$ cat src/rtl/cordic_share_sched_if.sv
// cordic_share_sched_if: request, core and result signals of the shared CORDIC scheduler
interface cordic_share_sched_if #(
    parameter int COORD_W     = 11,
    parameter int ANGLE_DEPTH = 10
);
    logic [2:0]               req_valid;
    logic [2:0]               req_ready;
    logic [3*COORD_W-1:0]     req_dx;
    logic [3*COORD_W-1:0]     req_dy;
    logic                     core_start;
    logic [COORD_W-1:0]       core_x;
    logic [COORD_W-1:0]       core_y;
    logic                     core_done;
    logic [ANGLE_DEPTH-1:0]   core_angle;
    logic [3*ANGLE_DEPTH-1:0] angle_out;
    logic [2:0]               angle_rdy;
    logic                     frame_rdy;
    logic                     busy;
    logic                     err_timeout;

    modport master (
        output req_valid, req_dx, req_dy, core_done, core_angle,
        input  req_ready, core_start, core_x, core_y, angle_out, angle_rdy, frame_rdy, busy, err_timeout
    );

    modport slave (
        input  req_valid, req_dx, req_dy, core_done, core_angle,
        output req_ready, core_start, core_x, core_y, angle_out, angle_rdy, frame_rdy, busy, err_timeout
    );
endinterface

$ cat src/rtl/cordic_share_sched.sv
// cordic_share_sched: round-robin sharing of one CORDIC core among three limb channels,
// one vector per channel per frame, with per-channel result pulses and a frame pulse.
module cordic_share_sched #(
    parameter int COORD_W     = 11,
    parameter int ANGLE_DEPTH = 10,
    parameter int TIMEOUT_CYC = 64
) (
    input logic clk,
    input logic rst,
    cordic_share_sched_if.slave bus
);
    localparam int CNT_W = $clog2(TIMEOUT_CYC + 1);

    typedef enum logic [1:0] {IDLE, ISSUE, WAIT, DELIVER} state_t;

    state_t                   state, state_nx;
    logic [2:0]               pending, delivered, gmask, acc;
    logic [1:0]               g, rr, rr1, rr2, pick;
    logic [CNT_W-1:0]         cnt;
    logic                     timed_out, frame, err;
    logic [COORD_W-1:0]       hold_dx [3];
    logic [COORD_W-1:0]       hold_dy [3];
    logic [COORD_W-1:0]       x_q, y_q;
    logic [3*ANGLE_DEPTH-1:0] angle_q;

    assign gmask     = 3'b001 << g;
    assign rr1       = rr == 2'd2 ? 2'd0 : rr + 2'd1;
    assign rr2       = rr == 2'd0 ? 2'd2 : rr - 2'd1;
    assign pick      = pending[rr] ? rr : pending[rr1] ? rr1 : rr2;
    assign timed_out = cnt == CNT_W'(TIMEOUT_CYC - 1);
    assign frame     = (delivered | gmask) == 3'b111;

    // The in-flight channel stays blocked until its result has been delivered.
    assign bus.req_ready = ~(pending | delivered | ((state == WAIT || state == DELIVER) ? gmask : 3'b000));
    assign acc           = bus.req_valid & bus.req_ready;

    assign bus.core_start  = state == ISSUE;
    assign bus.core_x      = x_q;
    assign bus.core_y      = y_q;
    assign bus.busy        = state == ISSUE || state == WAIT;
    assign bus.angle_rdy   = state == DELIVER ? gmask : 3'b000;
    assign bus.frame_rdy   = state == DELIVER && frame;
    assign bus.angle_out   = angle_q;
    assign bus.err_timeout = err;

    always_comb begin
        state_nx = state == IDLE  ? (|pending ? ISSUE : IDLE) :
                   state == ISSUE ? WAIT :
                   state == WAIT  ? ((bus.core_done || timed_out) ? DELIVER : WAIT) :
                   IDLE;
    end

    always_ff @(posedge clk) begin
        for (int i = 0; i < 3; i++) begin
            if (acc[i]) begin
                hold_dx[i] <= bus.req_dx[i*COORD_W +: COORD_W];
                hold_dy[i] <= bus.req_dy[i*COORD_W +: COORD_W];
            end
        end
    end

    always_ff @(posedge clk or posedge rst) begin
        if (rst) begin
            state     <= IDLE;
            pending   <= '0;
            delivered <= '0;
            angle_q   <= '0;
            err       <= 1'b0;
            cnt       <= '0;
            rr        <= '0;
            g         <= '0;
            x_q       <= '0;
            y_q       <= '0;
        end else begin
            state   <= state_nx;
            pending <= (pending | acc) & ~(state == ISSUE ? gmask : 3'b000);
            cnt     <= state == WAIT ? cnt + 1'b1 : '0;
            if (state == IDLE && |pending) begin
                g   <= pick;
                x_q <= hold_dx[pick];
                y_q <= hold_dy[pick];
            end
            if (state == ISSUE)
                rr <= g == 2'd2 ? 2'd0 : g + 2'd1;
            // A timed-out job still delivers (a zero angle) so the frame can complete.
            if (state == WAIT && (bus.core_done || timed_out)) begin
                angle_q[g*ANGLE_DEPTH +: ANGLE_DEPTH] <= bus.core_done ? bus.core_angle : '0;
                err <= err | !bus.core_done;
            end
            if (state == DELIVER)
                delivered <= frame ? 3'b000 : delivered | gmask;
        end
    end
endmodule

$ cat src/flat_wrapper.sv
// flat-port wrapper written by rule: the top's interface ports become plain ports
module cordic_share_sched_flat 
#(
    parameter int COORD_W     = 11,
    parameter int ANGLE_DEPTH = 10,
    parameter int TIMEOUT_CYC = 64
)
  (clk, rst, bus_req_valid, bus_req_dx, bus_req_dy, bus_core_done, bus_core_angle, bus_req_ready, bus_core_start, bus_core_x, bus_core_y, bus_angle_out, bus_angle_rdy, bus_frame_rdy, bus_busy, bus_err_timeout);
  cordic_share_sched_if #(.COORD_W(COORD_W), .ANGLE_DEPTH(ANGLE_DEPTH)) bus_i ();
  input logic clk;
  input logic rst;
  input wire logic [$bits(bus_i.req_valid)-1:0] bus_req_valid;
  input wire logic [$bits(bus_i.req_dx)-1:0] bus_req_dx;
  input wire logic [$bits(bus_i.req_dy)-1:0] bus_req_dy;
  input wire logic [$bits(bus_i.core_done)-1:0] bus_core_done;
  input wire logic [$bits(bus_i.core_angle)-1:0] bus_core_angle;
  output wire logic [$bits(bus_i.req_ready)-1:0] bus_req_ready;
  output wire logic [$bits(bus_i.core_start)-1:0] bus_core_start;
  output wire logic [$bits(bus_i.core_x)-1:0] bus_core_x;
  output wire logic [$bits(bus_i.core_y)-1:0] bus_core_y;
  output wire logic [$bits(bus_i.angle_out)-1:0] bus_angle_out;
  output wire logic [$bits(bus_i.angle_rdy)-1:0] bus_angle_rdy;
  output wire logic [$bits(bus_i.frame_rdy)-1:0] bus_frame_rdy;
  output wire logic [$bits(bus_i.busy)-1:0] bus_busy;
  output wire logic [$bits(bus_i.err_timeout)-1:0] bus_err_timeout;
  assign bus_i.req_valid = bus_req_valid;
  assign bus_i.req_dx = bus_req_dx;
  assign bus_i.req_dy = bus_req_dy;
  assign bus_i.core_done = bus_core_done;
  assign bus_i.core_angle = bus_core_angle;
  assign bus_req_ready = bus_i.req_ready;
  assign bus_core_start = bus_i.core_start;
  assign bus_core_x = bus_i.core_x;
  assign bus_core_y = bus_i.core_y;
  assign bus_angle_out = bus_i.angle_out;
  assign bus_angle_rdy = bus_i.angle_rdy;
  assign bus_frame_rdy = bus_i.frame_rdy;
  assign bus_busy = bus_i.busy;
  assign bus_err_timeout = bus_i.err_timeout;
  cordic_share_sched #(.COORD_W(COORD_W), .ANGLE_DEPTH(ANGLE_DEPTH), .TIMEOUT_CYC(TIMEOUT_CYC)) u_core (.clk(clk), .rst(rst), .bus(bus_i));
endmodule
$ cat config.mk
export PLATFORM = sky130hd
export DESIGN_NAME = cordic_share_sched_flat
export DESIGN_NICKNAME = d
export VERILOG_FILES = /design/src/rtl/cordic_share_sched_if.sv /design/src/rtl/cordic_share_sched.sv /design/src/flat_wrapper.sv
export SDC_FILE = /design/constraint.sdc
export NUM_CORES = 1
export LEC_CHECK = 0
export ABC_AREA = 1
export CAP_MARGIN = 20
export CORE_ASPECT_RATIO = 1.5
export CORE_MARGIN = 2
export CORE_UTILIZATION = 30
export CTS_CLUSTER_SIZE = 40
export DETAILED_ROUTE_END_ITERATION = 16
export SYNTH_ARGS = -nofsm -noshare
export SYNTH_HDL_FRONTEND = slang
export SYNTH_SLANG_ARGS = --single-unit
$ cat constraint.sdc
create_clock -name clk -period 6.5 [get_ports clk]
set_input_delay 1.3 -clock clk [delete_from_list [all_inputs] [get_ports clk]]
set_output_delay 1.3 -clock clk [all_outputs]
set_load 0.005 [all_outputs]
# --- After elaboration in Yosys (flattened, before gate mapping) ---
# Memory sizes are Yosys's and may differ from the RTL's. A register that Yosys moved wholly into a read port is not among the register bits.
# Index checks and enable logic that the tools add are counted.
totals:
  wordCells: 74
  mem_count: 2
  ram_bits: 66
  in_bits: 82
  output_inout_bits: 62
  register_bits: 50
classes:
  muxes: 27
  addsub: 5
  eq_ne: 7
  shift: 3
  n_lt_le_gt_ge: 2
  n_mul: 1
  n_reduce_logical: 10
  n_bitwise: 9
mem_list:
  columns: ["name", "depth", "width", "rd", "rd_clocked_by_memory_dff", "write_ports", "line_no", "source"]
  rows:
  - ["u_core.hold_dx", 3, 11, 1, 1, 3, "cordic_share_sched.sv:21", "logic [COORD_W-1:0] hold_dx [3];"]
  - ["u_core.hold_dy", 3, 11, 1, 1, 3, "cordic_share_sched.sv:22", "logic [COORD_W-1:0] hold_dy [3];"]
ops:
  columns: ["cell", "n"]
  rows:
  - ["6-bit negation with 34-bit output", 1]
  - ["10-bit by 34-bit variable shift with 30-bit output, first input constant", 1]
  - ["10-bit by 34-bit indexed part select with 30-bit output", 1]
  - ["30-bit bitwise mux", 1]
  - ["2-bit two-way mux", 8]
  - ["3-bit two-way mux", 4]
  - ["3-bit bitwise OR", 4]
  - ["1-bit two-way mux", 10]
  - ["10-bit two-way mux", 1]
  - ["2-bit == test, second input constant", 4]
  - ["7-bit by 1-bit adder with 7-bit output, second input constant", 1]
  - ["7-bit by 6-bit == test with 1-bit output, second input constant", 1]
  - ["7-bit two-way mux", 1]
  - ["3-bit bitwise AND", 2]
  - ["2-bit by 3-bit < comparator with 1-bit output, second input constant", 2]
  - ["3-bit inverter", 2]
  - ["2-bit by 3-bit multiplier with 5-bit output, second input constant", 1]
  - ["2-bit by 1-bit adder with 2-bit output, second input constant", 2]
  - ["1-bit binary-select mux with 2-bit select", 2]
  - ["2-bit zero test", 2]
  - ["3-bit == test, second input constant", 1]
  - ["1-bit logical AND", 3]
  - ["1-bit logical OR", 3]
  - ["3-bit OR reduction", 1]
  - ["other kinds (5)", 5]

# --- Depth between registers and ports, before layout ---
# Gate-level depths: netlist (run 1).
logic_depth:
  ltp_word: 8
  depth_mapped: 14
  mapped_depth_nobuf: 13

# --- Least setup slack after synthesis (run 1) ---
# No wires, ideal clock.
synth_timing:
  path_type: "register -> output"
  start: "register u_core.g[0]"
  end: "output port bus_frame_rdy"
  required_ns: 5.200
  slack_ns: 3.842
  path_stages_with_launch: 8
  path_buffers: 1
  arrival_ns: 1.358
  cell_sequence: "dfrtp_1 > inv_2 > ha_1 > buf_4 > or2_2 > o211a_1 > nand2_1 > inv_1"
synth_between:
  elab_chain_cells: 4
synth_lines:
  columns: ["item", "line_no", "source"]
  rows:
  - ["start: declaration", "cordic_share_sched.sv:18", "logic [1:0] g, rr, rr1, rr2, pick;"]
  - ["start signal: assignment", "cordic_share_sched.sv:79", "g <= pick;"]
  - ["1-bit by 2-bit left shift with 3-bit output", "cordic_share_sched.sv:26", "assign gmask = 3'b001 << g;"]
  - ["3-bit bitwise OR", "cordic_share_sched.sv:31", "assign frame = (delivered | gmask) == 3'b111;"]
  - ["3-bit == test", "cordic_share_sched.sv:31", null]
  - ["1-bit logical AND", "cordic_share_sched.sv:42", "assign bus.frame_rdy = state == DELIVER && frame;"]
  - ["end: declaration", "flat_wrapper.sv:23", "output wire logic [$bits(bus_i.frame_rdy)-1:0] bus_frame_rdy;"]
# No other way between the ends.

# --- Worst setup path after layout (run 1) ---
layout_timing:
  start: "register u_core.g[0]"
  end: "output port bus_req_ready[0]"
layout_between:
  elab_chain_cells: 4
layout_lines:
  columns: ["item", "line_no", "source"]
  rows:
  - ["1-bit by 2-bit left shift with 3-bit output", "cordic_share_sched.sv:26", null]
  - ["3-bit two-way mux", "cordic_share_sched.sv:34", "assign bus.req_ready = ~(pending | delivered | ((state == WAIT || state == DELIVER) ? gmask : 3'b000));"]
  - ["3-bit bitwise OR", "cordic_share_sched.sv:34", null]
  - ["3-bit inverter", "cordic_share_sched.sv:34", null]
  - ["end: declaration", "flat_wrapper.sv:17", "output wire logic [$bits(bus_i.req_ready)-1:0] bus_req_ready;"]
# No other way between the ends.

==> impl_metrics.tcl, run 1 <==
set metrics [dict create \
    status "finished, final reports clean" \
    slew_headroom_pct 31.0 \
    p_per_area_nw_per_um2 455 \
    power_mw 4.02 \
    report.final.setup_viol 0 \
    root_buffer "clkbuf_16" \
    required_ns 5.20 \
    gp_congestion 0.901 \
    cp-start-kind "flop" \
    rows 66 \
    drive_gt1_share_pct 5.93 \
    dp_hpwl_um 13000 \
    tns_ns 0 \
    wl_per_cell_um 14.6 \
    finalMaxSlewViolations 0 \
    cts.clk_slew.worst_paths_ns 0.06 \
    synth_seq_cells 138 \
    p_leak_nw 4.07 \
    reg2reg_depth 8 \
    yosysUniqueCellTypes 37 \
    remaining_drc_errors 0 \
    pwr-share-seq_pct 32.5 \
    coreArea_um2 21700 \
    die_y_um 186 \
    crit_path_max_fanout 14 \
    min_to "u_core.cnt[0]" \
    yosysTopAreaCell "edfxtp_1" \
    cts_hold_buf 0 \
    cts_setup_buffers 0 \
    tightest_slew_ns 1.03 \
    synth_area_per_cell_um2 8.75 \
    cts-resized-gates 0 \
    ir_drop_v 0.000240 \
    place_area_um2 8280 \
    min_path_type "reg2reg" \
    antenna_found_initial 0 \
    synth_area_um2 6650 \
    ys.flop_type "dfrtp_1" \
    post-route-period-util_pct 61.2 \
    r2r-end "u_core.bus.angle_out[2]" \
    p_int_mw 2.42 \
    io_buffers 143 \
    area_growth_pct 32.9 \
    drt_first_pass_iters 5 \
    die_w_um 126 \
    synth_top_area_share_pct 29.8 \
    fmax_mhz 251 \
    cts.sinks 138 \
    grt_pass1_vias 5261 \
    worstPathArrival_ns 2.68 \
    fin_area_um2 8830 \
    vias_per_cell 4.48 \
    synth_commonest_cells "nand2_1 (258), nand3_1 (104), inv_1 (100)" \
    ys_warn_count 0 \
    synthTopCellsByArea "edfxtp_1 (30%), dfrtp_1 (27%), nand2_1 (15%)" \
    antenna_cells 0 \
    switching_power_mw 1.60 \
    synth_nets 856 \
    grt_pass1_wl_um 27200 \
    r2r_start "u_core.g[0]" \
    seq_area_frac_synth_pct 56.9 \
    grt.overflow.total 0 \
    final_hold_viol_count 0 \
    synth-edff-count 66 \
    dr_total_vias 5300 \
    hold_start "u_core.cnt[0]" \
    htreeDepth 4 \
    maxCapViolCount 0 \
    drt-total-wl_um 17200 \
    synthCells 760 \
    dieArea_um2 23400 \
    swShare_pct 39.8 \
    cts_tree "yes" \
    rsz0062_at_grt "false" \
    grt_max_degree 73 \
    clock_latency_ns 0.42 \
    cts_buffers 17 \
    fin_crit_ns 3.98 \
    power_frac_clock_pct 23.0 \
    io_pins 144 \
    min_path_cells 1 \
    end_kind "primary output" \
    crit_type "reg2out" \
    cts_max_path_buffers 2 \
    grtUsageTotal_pct 15.1 \
    finClkSkew_ns 0.00699 \
    ant_nets 0 \
    layout.nets 994 \
    drt_iter0_markers 359 \
    hold_slack_ns 0.466 \
    synth.most_common_cell "nand2_1" \
    postSynth.asyncResetShare_pct 52.2 \
    combPwrFrac_pct 44.6 \
    start_util_pct 30.6 \
    reg2reg_slack_ns 3.18 \
]
==> critical path: stages (launching register included) <==
cell             delay, ns
dfrtp_1               0.61
inv_2                 0.19
ha_1                  0.36
inv_1                 0.25
o21ai_0               0.13
nor2_1                0.18
clkdlybuf4s50_1       0.54
==> power by group through the flow <==
stage / logic (mW) / clock network [mW] / registers [mW]
after floorplan: 1.20 / 0 / 1.29
after global placement: 1.81 / 0 / 1.32
after CTS: 1.82 / 0.946 / 1.31
after detailed placement: 1.81 / 0 / 1.32
final: 1.79 / 0.924 / 1.30
after global routing: 2.04 / 0.989 / 1.33
==> final cells by class <==
| type | instances | area [um^2] |
|---|---|---|
| sequential | 138 | 3780 |
| inverter | 114 | 429 |
| tap | 272 | 340 |
| multi-input combinational | 481 | 2270 |
| clock buffer | 23 | 458 |
| fill | 2237 | 12900 |
| timing repair buffer | 146 | 1450 |
| clock inverter | 9 | 98.8 |
==> cell families (layout without fill, tap and decap cells) <==
family | after synthesis | in the layout | share of synthesized area, %
buffers and inverters | 141 | 292 | 8.90
adder cells (fa/ha/maj) | 14 | 14 | 2.64
AO/OA/AOI/OAI | 55 | 55 | 4.93
flip-flops | 138 | 138 | 56.9
AND/OR/NAND/NOR | 412 | 412 | 26.6
==> sequential cells by signal (all words and copies together) (netlist names) <==
signal / flops
u_core.bus.core_y: 11
u_core.g: 2
u_core.state: 2
u_core.cnt: 7
u_core.delivered: 3
u_core.rr: 2
u_core.pending: 3
u_core.bus.core_x: 11
u_core.hold_dy: 33
u_core.bus.err_timeout: 1
u_core.bus.angle_out: 30
u_core.hold_dx: 33
==> routing by layer <==
metal	GRT usage [%]	vias up	part of all wire, %
met1	16.3	2413	38
met3	3.80	26	5.2
met2	28.2	156	54
met5	0	-	0
li1	-	2705	-
met4	6.18	0	2.2
==> per-stage QoR <==
stage	std cells	worst slack (ns)	utilization [%]
after floorplan	760	3.38	-
after global placement	1151	2.99	38.1
after detailed placement	1151	2.95	38.1
after CTS	1183	2.48	40.7
after global routing	1183	2.33	40.7
final	1183	2.52	40.7
==> cell usage in the layout (no fill, tap or decap), drive strengths merged <==
cell | netlist | routed
or2 | 5 | 5
clkbuf | 7 | 23
bufinv | 0 | 2
a2bb2oi | 1 | 1
edfxtp | 66 | 66
o211ai | 4 | 4
nor3 | 1 | 1
a21oi | 6 | 6
nand3b | 1 | 1
o211a | 1 | 1
nor4 | 2 | 2
nand2 | 263 | 263
o21ai | 33 | 33
clkinvlp | 0 | 2
ha | 14 | 14
o21bai | 1 | 1
o31ai | 3 | 3
nor3b | 1 | 1
nor2 | 29 | 29
clkdlybuf4s50 | 0 | 143
inv | 107 | 106
clkinv | 7 | 13
a21boi | 2 | 2
dfrtp | 72 | 72
nand3 | 106 | 106
o22ai | 2 | 2
nand4 | 4 | 4
a31oi | 2 | 2
buf | 20 | 3
==> how the worst max path moves through the flow <==
stage | cells past startpoint | startpoint | end
final | 6 | u_core.g[0] | bus_req_ready[0]
after global routing | 6 | u_core.g[0] | bus_req_ready[0]
after CTS | 6 | u_core.g[0] | bus_req_ready[0]
after detailed placement | 6 | u_core.g[0] | bus_req_ready[0]
after global placement | 6 | u_core.g[0] | bus_req_ready[0]
after floorplan | 1 | rst | u_core.bus.angle_out[0]
No activity file was read; power rests on OpenSTA's default activity.
==> inputs of run 2 (changes only) <==
- clock period: 6.5 -> 4.1 ns (I/O delays scaled with it)
==> run 2 against run 1 <==
Against the previous run: sequential power is 59% higher; clock skew is 0.00060 ns higher; sequential cell count stayed put; register-to-register slack worse by 2.0 ns; global-route usage is 0.46 points higher; non-clock buffer count is 2 higher; largest cell class unchanged; die area stayed put; count of clock-buffer cells in the layout is 5 lower.
==> impl_metrics.tcl, run 2 (synthesis gave the netlist of run 1 again) <==
set metrics [dict create \
    status "finished, final reports clean" \
    gp_congestion 0.910 \
    vias_per_cell 4.56 \
    tightest_slew_ns 1.05 \
    die_y_um 186 \
    cts-resized-gates 0 \
    root_buffer "clkbuf_16" \
    remaining_drc_errors 0 \
    ant_nets 0 \
    stdcell_count 1185 \
    cts_buffers 17 \
    r2r-end "u_core.hold_dy[0][4]" \
    cpMaxStageDelayCell "dfrtp_1" \
    required_ns 3.28 \
    grt_pass1_vias 5456 \
    slew_headroom_pct 29.9 \
    final_cell_mix "nand2_1 (258), clkdlybuf4s50_1 (143), nand3_1 (104)" \
    io_pins 144 \
    reg2reg_slack_ns 1.22 \
    die_w_um 126 \
    cp-start-kind "flop" \
    report.final.setup_viol 0 \
    maxCapViolCount 0 \
    fmax_mhz 285 \
    postLayoutSetupSlackWorst_ns 0.592 \
    multi_input_area_um2 2270 \
    start_util_pct 30.6 \
    grtUsageTotal_pct 15.6 \
    clock_latency_ns 0.42 \
    dr_total_vias 5409 \
    cts_tree "yes" \
    final_hold_viol_count 0 \
    post-route-period-util_pct 85.6 \
    r2r_start "u_core.g[0]" \
    rows 66 \
    fin_crit_ns 3.51 \
    cts.clk_slew.worst_paths_ns 0.06 \
    dp_hpwl_um 13500 \
    cpPeakStageDelay_ns 0.61 \
    grt_pass1_wl_um 28300 \
    pre_cts_slack_ns 1.02 \
    layout_commonest_cell "nand2_1" \
    ir_drop_v 0.000343 \
    crit_type "reg2out" \
    p_leak_nw 4.08 \
    p_per_area_nw_per_um2 725 \
    antenna_cells 0 \
    area_growth_pct 33.5 \
    tns_ns 0 \
    min_path_type "reg2reg" \
    antenna_found_initial 0 \
    coreArea_um2 21700 \
    drt_iter0_markers 259 \
    io_buffers 143 \
    rsz0062_at_grt "false" \
    layout.nets 996 \
    drt_first_pass_iters 6 \
    wl_per_cell_um 15.0 \
    crit_path_max_fanout 14 \
    drive_gt1_share_pct 6.68 \
    path_cells "inv_2, ha_1, inv_1, o21ai_0, nor2_1, clkdlybuf4s50_1" \
    cts_max_path_buffers 2 \
    finalMaxSlewViolations 0 \
    grt_max_degree 44 \
    finClkSkew_ns 0.00758 \
    htreeDepth 4 \
    regArea_um2 3780 \
    end_kind "primary output" \
    drt-total-wl_um 17800 \
    grt.overflow.total 0 \
    fill_cells 2175 \
    reg2reg_depth 7 \
    worstPathArrival_ns 2.69 \
    cts_setup_buffers 0 \
    crit_start "u_core.g[0]" \
    dp_cells 1153 \
    dieArea_um2 23400 \
    cts_hold_buf 0 \
    crit_end "bus_req_ready[0]" \
    cts.sinks 138 \
]
[run 2: worst min-delay path by stage]
stage	from	to	slack, ns	depth (start not counted)
finish	u_core.cnt[0]	u_core.cnt[0]	0.47	1
global route	u_core.cnt[0]	u_core.cnt[0]	0.51	1
CTS	u_core.cnt[0]	u_core.cnt[0]	0.47	1
detailed placement	u_core.bus.angle_out[5]	u_core.bus.angle_out[5]	0.46	2
global placement	u_core.cnt[0]	u_core.cnt[0]	0.45	1
floorplan	u_core.cnt[0]	u_core.cnt[0]	0.43	1
[run 2: cell type report]
class / count / area share, %
timing repair buffer: 148 / 16.7
inverter: 114 / 4.84
sequential: 138 / 42.7
tap: 272 / 3.84
clock inverter: 14 / 1.52
clock buffer: 18 / 4.84
multi-input combinational: 481 / 25.6
[run 2: through the flow]
stage / power [mW] / hold slack (ns) / util, % / instance area [um^2]
finish: 6.43 / 0.473 / 40.8 / 8870
global route: 6.97 / 0.505 / 40.8 / 8870
global placement: 5.00 / 0.447 / 38.2 / 8310
detailed placement: 5.02 / 0.463 / 38.2 / 8310
floorplan: 3.95 / 0.431 / - / 6650
CTS: 6.53 / 0.473 / 40.8 / 8870
[run 2: worst max-delay path, delay by kind of cell, from the launching register on]
family | cells | cell delay (ns)
AO/OA/AOI/OAI | 1 | 0.15
adder cells (fa/ha/maj) | 1 | 0.37
buffers and inverters | 3 | 1.00
flip-flops | 1 | 0.61
AND/OR/NAND/NOR | 1 | 0.14
[run 2: where the power goes]
part           internal [mW]  switching (mW)
Combinational           1.10            1.79
Clock                  0.849           0.627
Sequential              1.84           0.223
Total                   3.80            2.64
[run 2: routing by layer]
layer  GRT usage [%]  routed length, um  up-vias  part of all wire, %
met4            8.58                716        0                  4.0
met5               0                  0        -                    0
li1                -                  -     2712                    -
met2            28.1               9460      163                   53
met3            3.40                793       43                  4.5
met1            17.0               6810     2491                   38
==> inputs of run 3 (changes only) <==
- SETUP_SLACK_MARGIN: not set -> 0.15
==> results of run 3 <==
Same layout as run 2: the final DEF is identical, and so are final timing and power.
==> variant, RTL diff (settings of run 2) <==
`ANGLE_DEPTH` is set to 10 in 3 places; all go to 12.
--- a/src/rtl/cordic_share_sched_if.sv
+++ b/src/rtl/cordic_share_sched_if.sv
@@ -1,7 +1,7 @@
 // cordic_share_sched_if: request, core and result signals of the shared CORDIC scheduler
 interface cordic_share_sched_if #(
     parameter int COORD_W     = 11,
-    parameter int ANGLE_DEPTH = 10
+    parameter int ANGLE_DEPTH = 12
 );
     logic [2:0]               req_valid;
     logic [2:0]               req_ready;
--- a/src/rtl/cordic_share_sched.sv
+++ b/src/rtl/cordic_share_sched.sv
@@ -2,7 +2,7 @@
 // one vector per channel per frame, with per-channel result pulses and a frame pulse.
 module cordic_share_sched #(
     parameter int COORD_W     = 11,
-    parameter int ANGLE_DEPTH = 10,
+    parameter int ANGLE_DEPTH = 12,
     parameter int TIMEOUT_CYC = 64
 ) (
     input logic clk,
--- a/src/flat_wrapper.sv
+++ b/src/flat_wrapper.sv
@@ -2,7 +2,7 @@
 module cordic_share_sched_flat 
 #(
     parameter int COORD_W     = 11,
-    parameter int ANGLE_DEPTH = 10,
+    parameter int ANGLE_DEPTH = 12,
     parameter int TIMEOUT_CYC = 64
 )
   (clk, rst, bus_req_valid, bus_req_dx, bus_req_dy, bus_core_done, bus_core_angle, bus_req_ready, bus_core_start, bus_core_x, bus_core_y, bus_angle_out, bus_angle_rdy, bus_frame_rdy, bus_busy, bus_err_timeout);
Ports: changed (resized bus_angle_out and bus_core_angle); port bits go from 144 to 152. No check against the original RTL was run, so the function may have changed too.
==> variant against run 2 <==
  * Wire length rose by 0.60%
  * Die area grew 0.24%
  * Critical endpoint unchanged
  * Critical path type unchanged
  * Cell area is 1.1% higher
  * Combinational power down 7.3%
  * Largest cell class unchanged
  * Maximum frequency is 0.66% lower
  * Sequential cell count grew 6
  * Register-to-register slack improved by 0.21 ns
  * Worst setup slack got worse by 0.023 ns
  * Core utilization rose by 0.44 points
  * Power down 3.3%
  * Critical path depth did not move
  * Synthesized area rose by 0.24%
  * Via count decreased by 2.1%
  * Highest routed layer unchanged
==> variant: results (changes against run 2) <==
part of the power in registers=33.1% (+1.0 points); Clock Latency Late Sink=0.42 ns (about the same); drt pass-1 iters=4 (-2); Max VDD drop=503.0 µV (+47%); drt total wl=17890 µm (+0.60%); Clock Skew=0.01161 ns (+0.004028 ns); part of the Yosys area used for sequential elements=59.04% (+2.1 points); Setup Fix Bufs, Post-CTS=0 (unchanged); ranking of synthesized cells by area=edfxtp_1, dfrtp_1, nand2_1; post-synthesis compound-gate area fraction=4.282% (-0.65 points); Post-Synth Adder-Cell Area=2.629% (-0.0064 points); mean post-synth cell area=9.139 µm² (+4.5%); Vias=5298 (-2.1%); TritonCTS Buffers=17 (unchanged); Cells after DPL=1132 (-1.8%); Routed wire per std cell=15.37 µm (+2.4%); area post-placement=8402 µm² (+1.2%); initial antenna violation count=0 (unchanged); Tot GR Track Use=15.95% (+0.37 points); synth unique cells=33 (-11%); ys flop type=dfrtp_1; xor and xnor area share after synthesis=0% (unchanged); first-pass GRT wire length=29200 µm (+3.2%); met2 GRT Util=29.98% (+1.9 points); Routability Congestion=0.8895 (-2.2%); Async SR Flop Fraction=54.17% (+2.0 points); mux contribution to synthesized area=0% (unchanged); share of cells above drive strength 1=6.278% (-0.40 points); Arr. time, crit path=2.71 ns (+0.02 ns); commonest cells in the synthesized netlist=nand2_1, nand3_1, inv_1, dfrtp_1, edfxtp_1; # resized after CTS=0 (unchanged); met3 wire len=927 µm (+17%); Worst Tran Pin Value=1.013 ns (-0.03660 ns); routed wl met2=9968 µm (+5.4%); vias in the first global route=5417 (-0.71%); wire length on met1=6753 µm (-0.85%); root buf cell=clkbuf_16; P_comb=2.68 mW (-7.3%); switching part of the total=40.19% (-0.81 points); Final Net Count=977 (-1.9%); Clock Path Buffers=2 (unchanged); met3 Track Usage GR=3.899% (+0.50 points); pre-CTS setup slack=0.9600 ns (-0.06170 ns); P_int=3.722 mW (-1.9%); Post-Syn Nets=827 (-3.4%); Initial DRC Count=257 (-0.77%); DR top layer=met4; Post-synth EDFFs=66 (unchanged); met1 Use GR=17.45% (+0.45 points); crit path max fanout=14 (unchanged); PortBufs=151 (+5.6%); top-area cell type share of the netlist area=29.75% (-0.073 points); Leak=4.157 nW (+1.8%); largest net degree at the start of global routing=31 (-30%); worst hold path class=reg -> reg; status=complete, no violations; Final HPWL DP=13460 µm (-0.36%)
[variant: changes by cell type after synthesis, moves of 5 or more]
| cell | change |
|---|---|
| nand2_1 | -59 |
| nand3_1 | +31 |
| inv_1 | +13 |
| o21ai_0 | -13 |
| clkinv_1 | -7 |
| dfrtp_1 | +6 |
| o22ai_1 | +6 |
| nor3_1 | +5 |
[variant: cell families (layout without fill, tap and decap cells)]
family          count (synthesis)  in the layout
buf+inv                       146            309
compound gates                 47             47
fa+ha+maj                      14             14
flops                         144            144
simple gates                  378            378
[variant: final timing paths]
kind,startpoint,endpoint,slack (ns),cells after the start
max,u_core.g[0]$_DFFE_PP0P_,bus_req_ready[0],0.57,6
min,u_core.cnt[0]$_DFF_PP0_,u_core.cnt[0]$_DFF_PP0_,0.46,1
max reg2reg,u_core.g[0]$_DFFE_PP0P_,u_core.hold_dx[0][6]$_DFFE_PP_,1.43,7
min reg2reg,u_core.cnt[0]$_DFF_PP0_,u_core.cnt[0]$_DFF_PP0_,0.46,1
max in group asynchronous,rst,u_core.bus.angle_out[28]$_DFFE_PP0P_,2.64,3
min in group asynchronous,rst,u_core.bus.core_x[0]$_DFFE_PP0P_,0.72,2
[variant: layout make-up]
| cell class | instances | area [µm²] |
|---|---|---|
| fill | 2187 | 12750 |
| sequential | 144 | 3934 |
| multi-input combinational | 439 | 2112 |
| timing repair buffer | 159 | 1572 |
| inverter | 118 | 444.2 |
| clock buffer | 18 | 429.2 |
| tap | 272 | 340.3 |
| clock inverter | 14 | 135.1 |
[variant: worst max-delay path: stages (launching register included)]
cell and delay, ns:
dfrtp_1 0.37, inv_1 0.33, ha_1 0.55, inv_1 0.25
o21ai_0 0.22, nor2_1 0.08, clkdlybuf4s50_1 0.48
